File: src/rtl/output_fifo_drain_ctrl_if.sv
// rtl/output_fifo_drain_ctrl_if.sv - signal bundle between the drain controller and its surroundings
//
// Groups the burst control, CIM write gate, FIFO lane pop and output stream
// signals of output_fifo_drain_ctrl.
//   slave  : view of the drain controller itself
//   master : view of the environment (CIM path, FIFO, host readout, sequencer)
// Signals:
//   start, cfg_len                burst request and entry count
//   busy, done                    burst status
//   cim_valid, cim_ready          CIM result handshake
//   fifo_wr_en                    gated FIFO write strobe
//   fifo_full, fifo_empty         FIFO status (OR of lanes)
//   fifo_rd_en, fifo_rd_data      one-hot lane pop and popped lane data
//   out_data/out_valid/out_ready/out_last  32b readout stream
//   stat_stall_cnt                output stall counter
interface output_fifo_drain_ctrl_if #(
  parameter int LEN_W  = 16,
  parameter int DATA_W = 32,
  parameter int STAT_W = 16
);
  logic              start;
  logic [LEN_W-1:0]  cfg_len;
  logic              busy;
  logic              done;
  logic              cim_valid;
  logic              cim_ready;
  logic              fifo_wr_en;
  logic              fifo_full;
  logic              fifo_empty;
  logic [1:0]        fifo_rd_en;
  logic [DATA_W-1:0] fifo_rd_data;
  logic [DATA_W-1:0] out_data;
  logic              out_valid;
  logic              out_ready;
  logic              out_last;
  logic [STAT_W-1:0] stat_stall_cnt;

  modport slave (
    input  start, cfg_len, cim_valid, fifo_full, fifo_empty, fifo_rd_data, out_ready,
    output busy, done, cim_ready, fifo_wr_en, fifo_rd_en, out_data, out_valid, out_last,
           stat_stall_cnt
  );

  modport master (
    output start, cfg_len, cim_valid, fifo_full, fifo_empty, fifo_rd_data, out_ready,
    input  busy, done, cim_ready, fifo_wr_en, fifo_rd_en, out_data, out_valid, out_last,
           stat_stall_cnt
  );
endinterface

File: src/rtl/output_fifo_drain_ctrl.sv
// rtl/output_fifo_drain_ctrl.sv - drain sequencer for the dual-lane CIM output FIFO
//
// Gates 64b CIM result writes against FIFO full, and drains a programmed
// number of 64b entries as a 32b valid/ready stream, low lane then high lane,
// by driving the FIFO's one-hot lane pop fifo_rd_en[1:0].
// Ports:
//   clk   : clock, all logic on posedge
//   rst   : synchronous active-high reset
//   bus   : output_fifo_drain_ctrl_if.slave (burst control, write gate,
//           lane pop, output stream, stall counter)
// Optional feature: define OUT_DRAIN_STATS_EN to count output stall cycles
// on stat_stall_cnt (saturating, cleared on reset and on accepted start);
// otherwise stat_stall_cnt is tied to zero.
module output_fifo_drain_ctrl #(
  parameter int LEN_W  = 16,
  parameter int DATA_W = 32,
  parameter int STAT_W = 16
) (
  input logic                      clk,
  input logic                      rst,
  output_fifo_drain_ctrl_if.slave  bus
);

  typedef enum logic [1:0] {
    S_IDLE = 2'd0,
    S_REQ  = 2'd1,
    S_HOLD = 2'd2
  } state_t;

  state_t            state_q, state_d;
  logic              lane_q, lane_d;      // 0 = low lane word, 1 = high lane word
  logic [LEN_W-1:0]  cnt_q, cnt_d;        // entry index within the burst
  logic [LEN_W-1:0]  len_q, len_d;        // latched burst length
  logic [DATA_W-1:0] data_q, data_d;
  logic              valid_q, valid_d;
  logic              last_q, last_d;
  logic              done_q, done_d;
  logic [1:0]        rd_en;
  logic              start_acc;
  logic              last_entry;

  // Write gate is independent of the drain FSM.
  assign bus.cim_ready  = ~bus.fifo_full;
  assign bus.fifo_wr_en = bus.cim_valid & ~bus.fifo_full;

  assign start_acc  = bus.start & (state_q == S_IDLE);
  // len_q is never zero inside a burst, so len_q-1 cannot underflow here.
  assign last_entry = (cnt_q == (len_q - LEN_W'(1)));

  always_ff @(posedge clk) begin
    if (rst) begin
      state_q <= S_IDLE;
      lane_q  <= 1'b0;
      cnt_q   <= '0;
      len_q   <= '0;
      data_q  <= '0;
      valid_q <= 1'b0;
      last_q  <= 1'b0;
      done_q  <= 1'b0;
    end else begin
      state_q <= state_d;
      lane_q  <= lane_d;
      cnt_q   <= cnt_d;
      len_q   <= len_d;
      data_q  <= data_d;
      valid_q <= valid_d;
      last_q  <= last_d;
      done_q  <= done_d;
    end
  end

  always_comb begin
    state_d = state_q;
    lane_d  = lane_q;
    cnt_d   = cnt_q;
    len_d   = len_q;
    data_d  = data_q;
    valid_d = valid_q;
    last_d  = last_q;
    done_d  = 1'b0;
    rd_en   = 2'b00;

    case (state_q)
      S_IDLE: begin
        if (start_acc) begin
          if (bus.cfg_len != '0) begin
            len_d   = bus.cfg_len;
            lane_d  = 1'b0;
            cnt_d   = '0;
            state_d = S_REQ;
          end else begin
            // Zero-length burst: acknowledge immediately without going busy.
            done_d = 1'b1;
          end
        end
      end

      S_REQ: begin
        if (lane_q) begin
          // The low-lane pop committed this entry; the high lane is read
          // without looking at empty.
          rd_en   = 2'b10;
          data_d  = bus.fifo_rd_data;
          valid_d = 1'b1;
          last_d  = last_entry;
          state_d = S_HOLD;
        end else if (!bus.fifo_empty) begin
          rd_en   = 2'b01;
          data_d  = bus.fifo_rd_data;
          valid_d = 1'b1;
          last_d  = 1'b0;
          state_d = S_HOLD;
        end
      end

      S_HOLD: begin
        if (valid_q && bus.out_ready) begin
          valid_d = 1'b0;
          last_d  = 1'b0;
          if (!lane_q) begin
            lane_d  = 1'b1;
            state_d = S_REQ;
          end else if (last_entry) begin
            done_d  = 1'b1;
            state_d = S_IDLE;
          end else begin
            cnt_d   = cnt_q + LEN_W'(1);
            lane_d  = 1'b0;
            state_d = S_REQ;
          end
        end
      end

      default: begin
        state_d = S_IDLE;
      end
    endcase
  end

  assign bus.fifo_rd_en = rd_en;
  assign bus.busy       = (state_q != S_IDLE);
  assign bus.done       = done_q;
  assign bus.out_data   = data_q;
  assign bus.out_valid  = valid_q;
  assign bus.out_last   = last_q;

`ifdef OUT_DRAIN_STATS_EN
  logic [STAT_W-1:0] stall_q;

  always_ff @(posedge clk) begin
    if (rst) begin
      stall_q <= '0;
    end else if (start_acc) begin
      stall_q <= '0;
    end else if (valid_q && !bus.out_ready && (stall_q != '1)) begin
      stall_q <= stall_q + STAT_W'(1);
    end
  end

  assign bus.stat_stall_cnt = stall_q;
`else
  assign bus.stat_stall_cnt = {STAT_W{1'b0}};
`endif

  // Lane pops are one-hot, and a stalled word must not move.
  a_rd_onehot: assert property (@(posedge clk) disable iff (rst) rd_en != 2'b11);
  a_hold_stable: assert property (@(posedge clk) disable iff (rst)
    (valid_q && !bus.out_ready) |=> (valid_q && $stable(data_q)));

endmodule

File: src/flat_wrapper.sv
// flat-port wrapper written by rule: the top's interface ports become plain ports
module output_fifo_drain_ctrl_flat 
#(
  parameter int LEN_W  = 16,
  parameter int DATA_W = 32,
  parameter int STAT_W = 16
)
  (clk, rst, bus_start, bus_cfg_len, bus_cim_valid, bus_fifo_full, bus_fifo_empty, bus_fifo_rd_data, bus_out_ready, bus_busy, bus_done, bus_cim_ready, bus_fifo_wr_en, bus_fifo_rd_en, bus_out_data, bus_out_valid, bus_out_last, bus_stat_stall_cnt);
  output_fifo_drain_ctrl_if #(.LEN_W(LEN_W), .DATA_W(DATA_W), .STAT_W(STAT_W)) bus_i ();
  input logic clk;
  input logic rst;
  input wire logic [$bits(bus_i.start)-1:0] bus_start;
  input wire logic [$bits(bus_i.cfg_len)-1:0] bus_cfg_len;
  input wire logic [$bits(bus_i.cim_valid)-1:0] bus_cim_valid;
  input wire logic [$bits(bus_i.fifo_full)-1:0] bus_fifo_full;
  input wire logic [$bits(bus_i.fifo_empty)-1:0] bus_fifo_empty;
  input wire logic [$bits(bus_i.fifo_rd_data)-1:0] bus_fifo_rd_data;
  input wire logic [$bits(bus_i.out_ready)-1:0] bus_out_ready;
  output wire logic [$bits(bus_i.busy)-1:0] bus_busy;
  output wire logic [$bits(bus_i.done)-1:0] bus_done;
  output wire logic [$bits(bus_i.cim_ready)-1:0] bus_cim_ready;
  output wire logic [$bits(bus_i.fifo_wr_en)-1:0] bus_fifo_wr_en;
  output wire logic [$bits(bus_i.fifo_rd_en)-1:0] bus_fifo_rd_en;
  output wire logic [$bits(bus_i.out_data)-1:0] bus_out_data;
  output wire logic [$bits(bus_i.out_valid)-1:0] bus_out_valid;
  output wire logic [$bits(bus_i.out_last)-1:0] bus_out_last;
  output wire logic [$bits(bus_i.stat_stall_cnt)-1:0] bus_stat_stall_cnt;
  assign bus_i.start = bus_start;
  assign bus_i.cfg_len = bus_cfg_len;
  assign bus_i.cim_valid = bus_cim_valid;
  assign bus_i.fifo_full = bus_fifo_full;
  assign bus_i.fifo_empty = bus_fifo_empty;
  assign bus_i.fifo_rd_data = bus_fifo_rd_data;
  assign bus_i.out_ready = bus_out_ready;
  assign bus_busy = bus_i.busy;
  assign bus_done = bus_i.done;
  assign bus_cim_ready = bus_i.cim_ready;
  assign bus_fifo_wr_en = bus_i.fifo_wr_en;
  assign bus_fifo_rd_en = bus_i.fifo_rd_en;
  assign bus_out_data = bus_i.out_data;
  assign bus_out_valid = bus_i.out_valid;
  assign bus_out_last = bus_i.out_last;
  assign bus_stat_stall_cnt = bus_i.stat_stall_cnt;
  output_fifo_drain_ctrl #(.LEN_W(LEN_W), .DATA_W(DATA_W), .STAT_W(STAT_W)) u_core (.clk(clk), .rst(rst), .bus(bus_i));
endmodule
File: config.mk
export PLATFORM = sky130hd
export DESIGN_NAME = output_fifo_drain_ctrl_flat
export DESIGN_NICKNAME = d
export VERILOG_FILES = /design/src/rtl/output_fifo_drain_ctrl_if.sv /design/src/rtl/output_fifo_drain_ctrl.sv /design/src/flat_wrapper.sv
export SDC_FILE = /design/constraint.sdc
export NUM_CORES = 1
export LEC_CHECK = 0
export BUFFER_PORTS_ARGS = -buffer_cell sky130_fd_sc_hd__buf_4
export CELL_PAD_IN_SITES_DETAIL_PLACEMENT = 2
export CELL_PAD_IN_SITES_GLOBAL_PLACEMENT = 2
export CORE_UTILIZATION = 31
export DETAILED_ROUTE_END_ITERATION = 6
export GPL_TIMING_DRIVEN = 0
export PLACE_DENSITY_LB_ADDON = 0.1
export SLEW_MARGIN = 0
export SYNTH_ARGS = -nofsm -noshare
export SYNTH_HDL_FRONTEND = slang
export SYNTH_SLANG_ARGS = --single-unit
File: constraint.sdc
create_clock -name clk -period 7.7 [get_ports clk]
set_input_delay 0 -clock clk [delete_from_list [all_inputs] [get_ports clk]]
set_output_delay 0 -clock clk [all_outputs]
set_load 0.05 [all_outputs]
# Word level (Yosys, flattened, before mapping)
# Index checks and enable logic that the tools add are counted.
# word_totals
reg_bits	70
output_inout_bits	56
# op_classes
add_sub_neg	2
eq_ne	10
mux	37
bitwise_logic	3
reduce_logical	12
# ops
operator	n
$mux W16	5
$mux W32	2
$pmux W16 S2	1
$add A16 B1 Y16 const B	1
$eq A16 B16 Y1	1
$mux W1	16
$mux W2	8
$reduce_bool A16 Y1	1
$sub A16 B1 Y16 const B	1
$ne A2 B1 Y1 const B	4
$pmux W1 S2	4
$reduce_and A4 Y1	2
$pmux W2 S3	1
$reduce_and A3 Y1	2
$reduce_and A6 Y1	1
$reduce_bool A2 Y1	3
$ne A2 B2 Y1 const B	2
$ne A3 B2 Y1 const B	1
$and A1 B1 Y1	2
$eq A2 B1 Y1 const B	1
$eq A2 B2 Y1 const B	1
$logic_not A2 Y1	1
$reduce_and A2 Y1	1
$logic_and A1 B1 Y1	1
$not A1 Y1	1

# Depth between registers and ports, before layout
# Gate-level depths: netlist of run 1.
# logic_depth
word_depth	6
depth_mapped	11
ltp_nobuf	10

# Worst setup path before layout of run 1
# OpenSTA, ideal clock, no wires.
# synth_timing
kind	register -> register
from	register u_core.len_q[0]
to	register u_core.cnt_q[10]
setup_time_ns	0.116
arrival_ns	2.921
required_time_ns	7.584
path_slack_ns	4.662
stages_incl_launch_ff	12
n_path_buf	1
path_cell_list	dfxtp_1 inv_1 ha_1 clkbuf_1 nor4b_2 nand3_1 or4_1 a21oi_1 nor4_4 a311oi_2 a31oi_1 a41o_1
# synth_between
elab_chain_cells	4
# synth_rtl
item	line	rtl
from (decl)	output_fifo_drain_ctrl.sv:33	logic [LEN_W-1:0] len_q, len_d;
from (signal assigned)	output_fifo_drain_ctrl.sv:64	len_q <= len_d;
$sub A16 B1 Y16	output_fifo_drain_ctrl.sv:48	assign last_entry = (cnt_q == (len_q - LEN_W'(1)));
$eq A16 B16 Y1	output_fifo_drain_ctrl.sv:48	
$ne A2 B2 Y1 (no source line)	--	
$reduce_and A6 Y1 (no source line)	--	
to (signal assigned)	output_fifo_drain_ctrl.sv:63	cnt_q <= cnt_d;
to (decl)	output_fifo_drain_ctrl.sv:32	logic [LEN_W-1:0] cnt_q, cnt_d;
# Every way passes these cells.
# A chain may end at the register's enable or synchronous reset.

# Worst setup path after layout of run 1
# layout_timing
from	register u_core.len_q[0]
to	register u_core.cnt_q[14]
# Same word-level chain as after synthesis.

==> impl_results.md, run 1 <==
* Status: complete, but fails checks
* Failing checks: DRC
* Max frequency at 0.257 GHz
* CTS max path bufs at 2
* Yosys cell types at 53
* Crit path to: u_core.cnt_q[14]$_SDFFE_PP0P_
* FFs w/ async S/R, synth at 0%
* Input/output buffers at 94
* Routed len/inst at 18.7 µm
* VDD IR-drop max at 0.173 mV
* Most frequent cell after synthesis: nand2_1
* Worst EP arrival at 4.17 ns
* Die area at 0.0123 mm²
* Routed WL at 14900 µm
* Min Hold Slack at 0.00606 ns
* Mapped cell area at 0.00369 mm²
* GRT Total Usage at 25.4%
* Pre-antenna DRT Iters at 6
* Power per standard cell area at 291 mW/mm²
* Layout cells sized above 1 at 21.8%
* Worst-Skew Late Latency at 0.35 ns
* Nature of the critical path endpoint: flip-flop
* Clk root buf: clkbuf_16
* RSZ-0062 raised after global routing: false
* Final Hold Vio Count at 0
* FF-to-FF End: u_core.cnt_q[14]$_SDFFE_PP0P_
* Clock group share of total power at 24.5%
* Worst-Margin Slew at 1.06 ns
* Gpl congestion at 0.776
* # IOs at 111
* Number of synthesized flops with an enable pin at 0
* Worst-path clk slew at 0.06 ns
* First-pass GRT wire length at 24400 µm
* Synth area leaders: dfxtp_1 38%, nand2_1 12%, a21oi_1 9.1%, buf_4 3.3%, xnor2_1 3.1%
* HP Class: primary input to flip-flop
* R2R setup slack at 3.81 ns
* Final period util at 50.6%
* Crit Path Class: flip-flop to flip-flop
* Initial Util at 32.0%
* Max Cap Viol at 0
* Setup TNS Final at 0 ns
* Startpoint Class: flip-flop
* Minimum clock period at 3.89 ns
* Comb power frac at 45.4%
* Ys Warns at 0
* Worst Setup SP: u_core.len_q[0]$_SDFFE_PP0P_
* Worst r2r src: u_core.len_q[0]$_SDFFE_PP0P_
* Most used flip-flop cell after synthesis: dfxtp_1
* Pin count of the biggest net entering global routing at 13
* GRT overflow at 0
* Die Y at 111 µm
* Setup Viol. Count Final at 0
* CTS tree: yes
* Final ANT Viol Nets at 0
* Via-per-instance ratio at 5.11
* Share of the synthesized area in the top cell type at 38.0%
* NumNets Final at 709
* Fillers at 1306
* Initial antenna violation count at 1
* CP max FO at 8
* Syn avg cell area at 7.68 µm²
* Cell count after synthesis at 480
* Vias in the first global route at 4688
* Slew HR at 28.9%
* H-tree Lvls at 3
* Power share of the sequential group at 30.0%
* Die Wd at 111 µm
* Clk sink count at 70
* DP Wirelength at 9760 µm
* FF-to-FF path depth at 11
* Inserted Clock Buffers at 9
* Total core area at 0.0115 mm²
* Sequential-to-total area share from yosys stat at 38.0%
* Post-synth top cells: 118 x nand2_1, 70 x dfxtp_1, 67 x a21oi_1
* FP Rows at 39
* Area growth syn-to-layout at 45.8%
* Vias at 4068
* LEAKAGE at 2.20 nW
* Clock Skew at 0.0105 ns
* Starting DRT DRC Count at 143
* Req. time, crit path at 7.97 ns
* Yosys reg bits at 70
* Pint at 864 µW
* Max-slew violations at 0
* Drt drc at 8
* Switching Share at 44.8%
* Yosys top cell by area: dfxtp_1
* Net Sw Power at 700 µW
==> layout make-up <==
| type | instances | area, µm² | area share, % |
|---|---|---|---|
| sequential | 70 | 1400 | 26.1 |
| clock buffer | 9 | 225 | 4.19 |
| antenna | 1 | 2.50 | 0.0465 |
| tap | 143 | 179 | 3.33 |
| clock inverter | 6 | 40.0 | 0.745 |
| timing repair buffer | 142 | 1190 | 22.1 |
| buffer | 39 | 215 | 4.00 |
| multi-input combinational | 369 | 2060 | 38.4 |
| inverter | 17 | 63.8 | 1.19 |
==> flip-flops by register name, summed over array words and instances (netlist names) <==
register / cells
u_core.bus.done: 1
u_core.lane_q: 1
u_core.len_q: 16
u_core.state_q: 2
u_core.bus.out_valid: 1
u_core.bus.out_last: 1
u_core.cnt_q: 16
u_core.bus.out_data: 32
==> through the flow <==
stage / worst slack [ns] / cells / utilization (%) / power [mW] / cell area (µm²)
finish: 3.81 / 796 / 46.7 / 1.56 / 5380
global route: 3.39 / 796 / 46.7 / 1.65 / 5380
CTS: 3.82 / 795 / 46.7 / 1.55 / 5370
detailed placement: 3.85 / 732 / 40.2 / 1.15 / 4630
global placement: 4.12 / 732 / 40.2 / 1.12 / 4630
floorplan: 4.66 / 495 / - / 0.942 / 3740
==> cells in the final DEF (no fill, tap or decap), types with 4 or more instances in the layout <==
cell type,count
nand2_1,118
buf_4,110
dfxtp_1,70
a21oi_1,67
dlygate4sd3_1,48
nor2_1,23
clkbuf_1,19
inv_1,17
conb_1,16
nand3_1,14
xnor2_1,13
nand4_1,10
clkbuf_16,9
a31oi_1,8
nor4_1,7
xor2_1,7
o21ai_0,6
or3_1,6
ha_1,6
and2_1,5
nor3_1,5
o21ai_1,5
or4_1,4
==> worst min path at each step <==
stage               slack [ns]                start  cells after the start                             endpoint
detailed placement        0.26  bus_fifo_rd_data[3]                      3  u_core.bus.out_data[3]$_SDFFE_PP0P_
floorplan                 0.14       bus_cfg_len[8]                      2         u_core.len_q[8]$_SDFFE_PP0P_
global route              0.02            bus_start                      3           u_core.bus.done$_SDFF_PP0_
CTS                      0.003            bus_start                      3           u_core.bus.done$_SDFF_PP0_
finish                   0.006            bus_start                      3           u_core.bus.done$_SDFF_PP0_
global placement          0.25  bus_fifo_rd_data[3]                      3  u_core.bus.out_data[3]$_SDFFE_PP0P_
==> repair_timing <==
action,CTS,global route
resized for setup,0,0
hold buffers,48,0
buffers inserted,0,0
endpoints found under the hold margin,48,0
==> cell families after synthesis <==
group                    share of synthesized area [%]
AND/OR/NAND/NOR                                   28.2
AO/OA/AOI/OAI                                     18.5
flip-flops                                        38.0
buffers and inverters                             7.57
XOR/XNOR                                          4.75
adder cells (fa/ha/maj)                           2.04
multiplexers                                     0.814
other                                            0.102
==> power by group through the flow <==
stage          clock network, mW  logic [mW]  registers (mW)
6_report                   0.384       0.711           0.470
4_1_cts                    0.390       0.697           0.467
5_1_grt                    0.407       0.771           0.477
3_3_place_gp                   0       0.649           0.469
3_5_place_dp                   0       0.673           0.474
2_1_floorplan                  0       0.369           0.573
==> routing by layer <==
layer | up-vias | track usage (%) | routed length (µm)
met2 | 84 | 49.0 | 8180
met3 | 24 | 7.49 | 653
met1 | 2001 | 25.9 | 5720
met5 | - | 0 | 0
met4 | 0 | 8.29 | 310
li1 | 1959 | - | -
==> critical path, stage by stage, from the launching register on <==
cell      delay, ns
dfxtp_1        0.40
inv_1          0.10
ha_1           0.16
clkbuf_1       0.31
nor4b_2        0.44
nand3_1        0.23
xor2_1         0.20
o21ai_0        0.13
nor4_1         0.88
a31oi_1        0.48
a31o_2         0.37
a21oi_1        0.11
Power figures use the tool's default switching activity.
==> inputs of run 2 (changes only) <==
Settings changed: CORE_UTILIZATION 31 to 28.
Clock period 7.7 ns to 4 ns, I/O delays scaled along.
==> run 2 against run 1 <==
The flow now finishes without violations. Hold slack gained 0.024 ns. Via count down 0.34%. Core utilization shrank 3.8 points. Global-route usage decreased by 4.1 points. Sequential power grew 91%. Count of clock-buffer cells in the layout is 1 higher. First-iteration DRC count shrank 33%. Wire length down 7.6%. Critical path type unchanged. Setup slack got worse by 3.5 ns. Die area grew 11%.
==> impl_results.md, run 2 (synthesis results as in run 1) <==
* Comb power frac at 45.0% (-0.4 points)
* Power share of the sequential group at 29.8% (-0.2 points)
* Pre-antenna DRT Iters at 4 (-2)
* NumNets Final at 710 (+0.14%)
* Crit Path Class: flip-flop to flip-flop
* VDD IR-drop max at 0.311 mV (+80%)
* Starting DRT DRC Count at 96 (-33%)
* Vias at 4054 (-0.34%)
* Startpoint Class: flip-flop
* Routed len/inst at 16.6 µm (-11%)
* Most frequent cells in the layout: 118 x nand2_1, 110 x buf_4, 70 x dfxtp_1
* Critical path, cell by cell: inv_1 > ha_1 > clkbuf_1 > nor4b_2 > nand3_1 > or4_1 > a21oi_1 > nor4_4 > a31oi_1 > nor2_1 > a22o_1
* Pin count of the biggest net entering global routing at 14 (+1)
* Initial antenna violation count at 0 (-1)
* Worst-Margin Slew at 0.754 ns (-0.303 ns)
* RSZ-0062 raised after global routing: false
* Met2 WL at 7520 µm (-8.1%)
* Fillers at 1507 (+15%)
* Inserted Clock Buffers at 9 (unchanged)
* H-tree Lvls at 3 (unchanged)
* FF-to-FF path depth at 11 (unchanged)
* Minimum clock period at 3.71 ns (-0.184 ns)
* CTS tree: yes
* Input/output buffers at 94 (unchanged)
* Net Sw Power at 1.33 mW (+90%)
* Clk root buf: clkbuf_16
* Overall power at 3.02 mW (+93%)
* Req. time, crit path at 4.23 ns (-3.74 ns)
* Switching Share at 44.1% (-0.70 points)
* Clk sink count at 70 (unchanged)
* # IOs at 111 (unchanged)
* Max-slew violations at 0 (unchanged)
* DP Wirelength at 9750 µm (-0.11%)
* Critical hold path startpoint: bus_out_ready
* Met3 WL at 570 µm (-13%)
* FF-to-FF End: u_core.cnt_q[0]$_SDFFE_PP0P_
* Final Hold Vio Count at 0 (unchanged)
* Met1 wire length at 5550 µm (-2.9%)
* Uppermost layer routed: met4
* Hold endpoint: u_core.bus.out_valid$_SDFFE_PP0P_
* Worst-Skew Late Latency at 0.34 ns (about the same)
* Layout cells sized above 1 at 22.0% (+0.24 points)
* Routed WL at 13700 µm (-7.6%)
* GRT overflow at 0 (unchanged)
* Hold depth at 4 (+1)
* CTS max path bufs at 2 (unchanged)
* Final period util at 92.7% (+42 points)
* Worst EP arrival at 3.94 ns (-0.23 ns)
* HP Class: primary input to flip-flop
* Drt drc at 0 (-8)
* Die Wd at 117 µm (+5.1%)
* GRT Total Usage at 21.3% (-4.1 points)
* CP bufs+invs at 2 (unchanged)
* Power per standard cell area at 554 mW/mm² (+90%)
* Worst r2r src: u_core.len_q[0]$_SDFFE_PP0P_
* Antenna diodes at 0 (-1)
* LEAKAGE at 2.21 nW (+0.45%)
* Setup TNS Final at 0 ns (unchanged)
* Max Cap Viol at 0 (unchanged)
* Die Y at 117 µm (+5.1%)
* Pint at 1.69 mW (+96%)
* Max FFs per register at 32 (unchanged)
* CP max FO at 8 (unchanged)
* CP peak stage delay at 0.58 ns (-0.30 ns)
* Gpl congestion at 0.777 (+0.18%)
* Most common cell after layout, fill and taps aside: nand2_1
* Clock Skew at 0.00876 ns (-0.00172 ns)
* CP max-delay cell: a31oi_1
* Slew HR at 49.3% (+20 points)
* Nature of the critical path endpoint: flip-flop
* Vias in the first global route at 4442 (-5.2%)
* Worst-path clk slew at 0.06 ns (about the same)
* Via-per-instance ratio at 4.91 (-4.0%)
* Final ANT Viol Nets at 0 (unchanged)
* Die area at 0.0136 mm² (+11%)
* Core Util, Final at 42.9% (-3.8 points)
* FP Rows at 41 (+5.1%)
* Status: complete, no violations
* CP delay by family, top: simple AND/OR/NAND/NOR gates
* Max frequency at 0.270 GHz (+5.0%)
* Area growth syn-to-layout at 48.0%
* R2R setup slack at 0.29 ns (-3.52 ns)
* Setup Viol. Count Final at 0 (unchanged)
* Clock group share of total power at 25.2% (+0.7 points)
* Total core area at 0.0127 mm² (+10%)
* Initial Util at 29.0% (-3.0 points)
* First-pass GRT wire length at 22000 µm (-10%)
-- run 2: cell count changes in the layout (fill, tap and decap cells not counted), sizes merged --
cell / previous run / this run
diode: 1 / 0
inv: 17 / 18
clkbuf: 28 / 29
clkinvlp: 1 / 2
dlygate4sd3: 48 / 49
clkinv: 5 / 3
-- run 2: worst max path at each step --
stage / from / to / slack (ns) / cells after the start
after global routing: u_core.len_q[0]$_SDFFE_PP0P_ / u_core.cnt_q[0]$_SDFFE_PP0P_ / 0.05 / 11
after CTS: u_core.len_q[0]$_SDFFE_PP0P_ / u_core.cnt_q[0]$_SDFFE_PP0P_ / 0.18 / 11
final: u_core.len_q[0]$_SDFFE_PP0P_ / u_core.cnt_q[0]$_SDFFE_PP0P_ / 0.29 / 11
after global placement: u_core.len_q[0]$_SDFFE_PP0P_ / u_core.cnt_q[0]$_SDFFE_PP0P_ / 0.33 / 11
after floorplan: u_core.len_q[0]$_SDFFE_PP0P_ / u_core.cnt_q[10]$_SDFFE_PP0P_ / 0.96 / 11
after detailed placement: u_core.len_q[0]$_SDFFE_PP0P_ / u_core.cnt_q[14]$_SDFFE_PP0P_ / 0.26 / 11
-- run 2: metal layers --
metal  up-vias  global-route usage [%]
met5         -                       0
met4         0                    4.39
met3         5                    6.49
met2        70                    41.7
met1      2010                    22.2
li1       1969                       -
-- run 2: what timing repair did --
item,CTS,global route
hold buffers,49,0
endpoints found under the setup margin,0,11
endpoints found under the hold margin,49,0
gates resized for setup,0,2
setup buffers,0,0
-- run 2: power groups by stage --
stage	registers (mW)	logic [mW]	clock network, mW
global placement	0.906	1.26	0
finish	0.900	1.36	0.762
global route	0.915	1.47	0.820
CTS	0.900	1.35	0.792
detailed placement	0.914	1.30	0
floorplan	1.10	0.710	0
-- run 2: area by class of cell --
type,instances,area (µm²),share of cell area [%]
multi-input cells,369,2080,38.1
flip-flops and latches,70,1400,25.7
repair buffers,143,1200,21.9
clock buffers,10,239,4.38
plain buffers,39,215,3.94
well taps,172,215,3.94
inverters,17,63.8,1.17
clock inverters,6,46.3,0.848
-- run 2: through the flow --
step	area [µm²]	std cells	hold WS [ns]	setup WS [ns]
final	5460	826	0.0300	0.290
after floorplan	3740	495	0.136	0.962
after CTS	5440	826	0.0235	0.179
after global routing	5460	826	0.0475	0.0474
after global placement	4660	761	0.247	0.327
after detailed placement	4660	761	0.262	0.261
-- run 2: worst register-to-register path, delay by kind of cell (launching register included) --
kind	cells	cell delay, ns
flops	1	0.39
compound gates	3	1.18
simple gates	5	1.46
fa+ha+maj	1	0.14
buf+inv	2	0.42
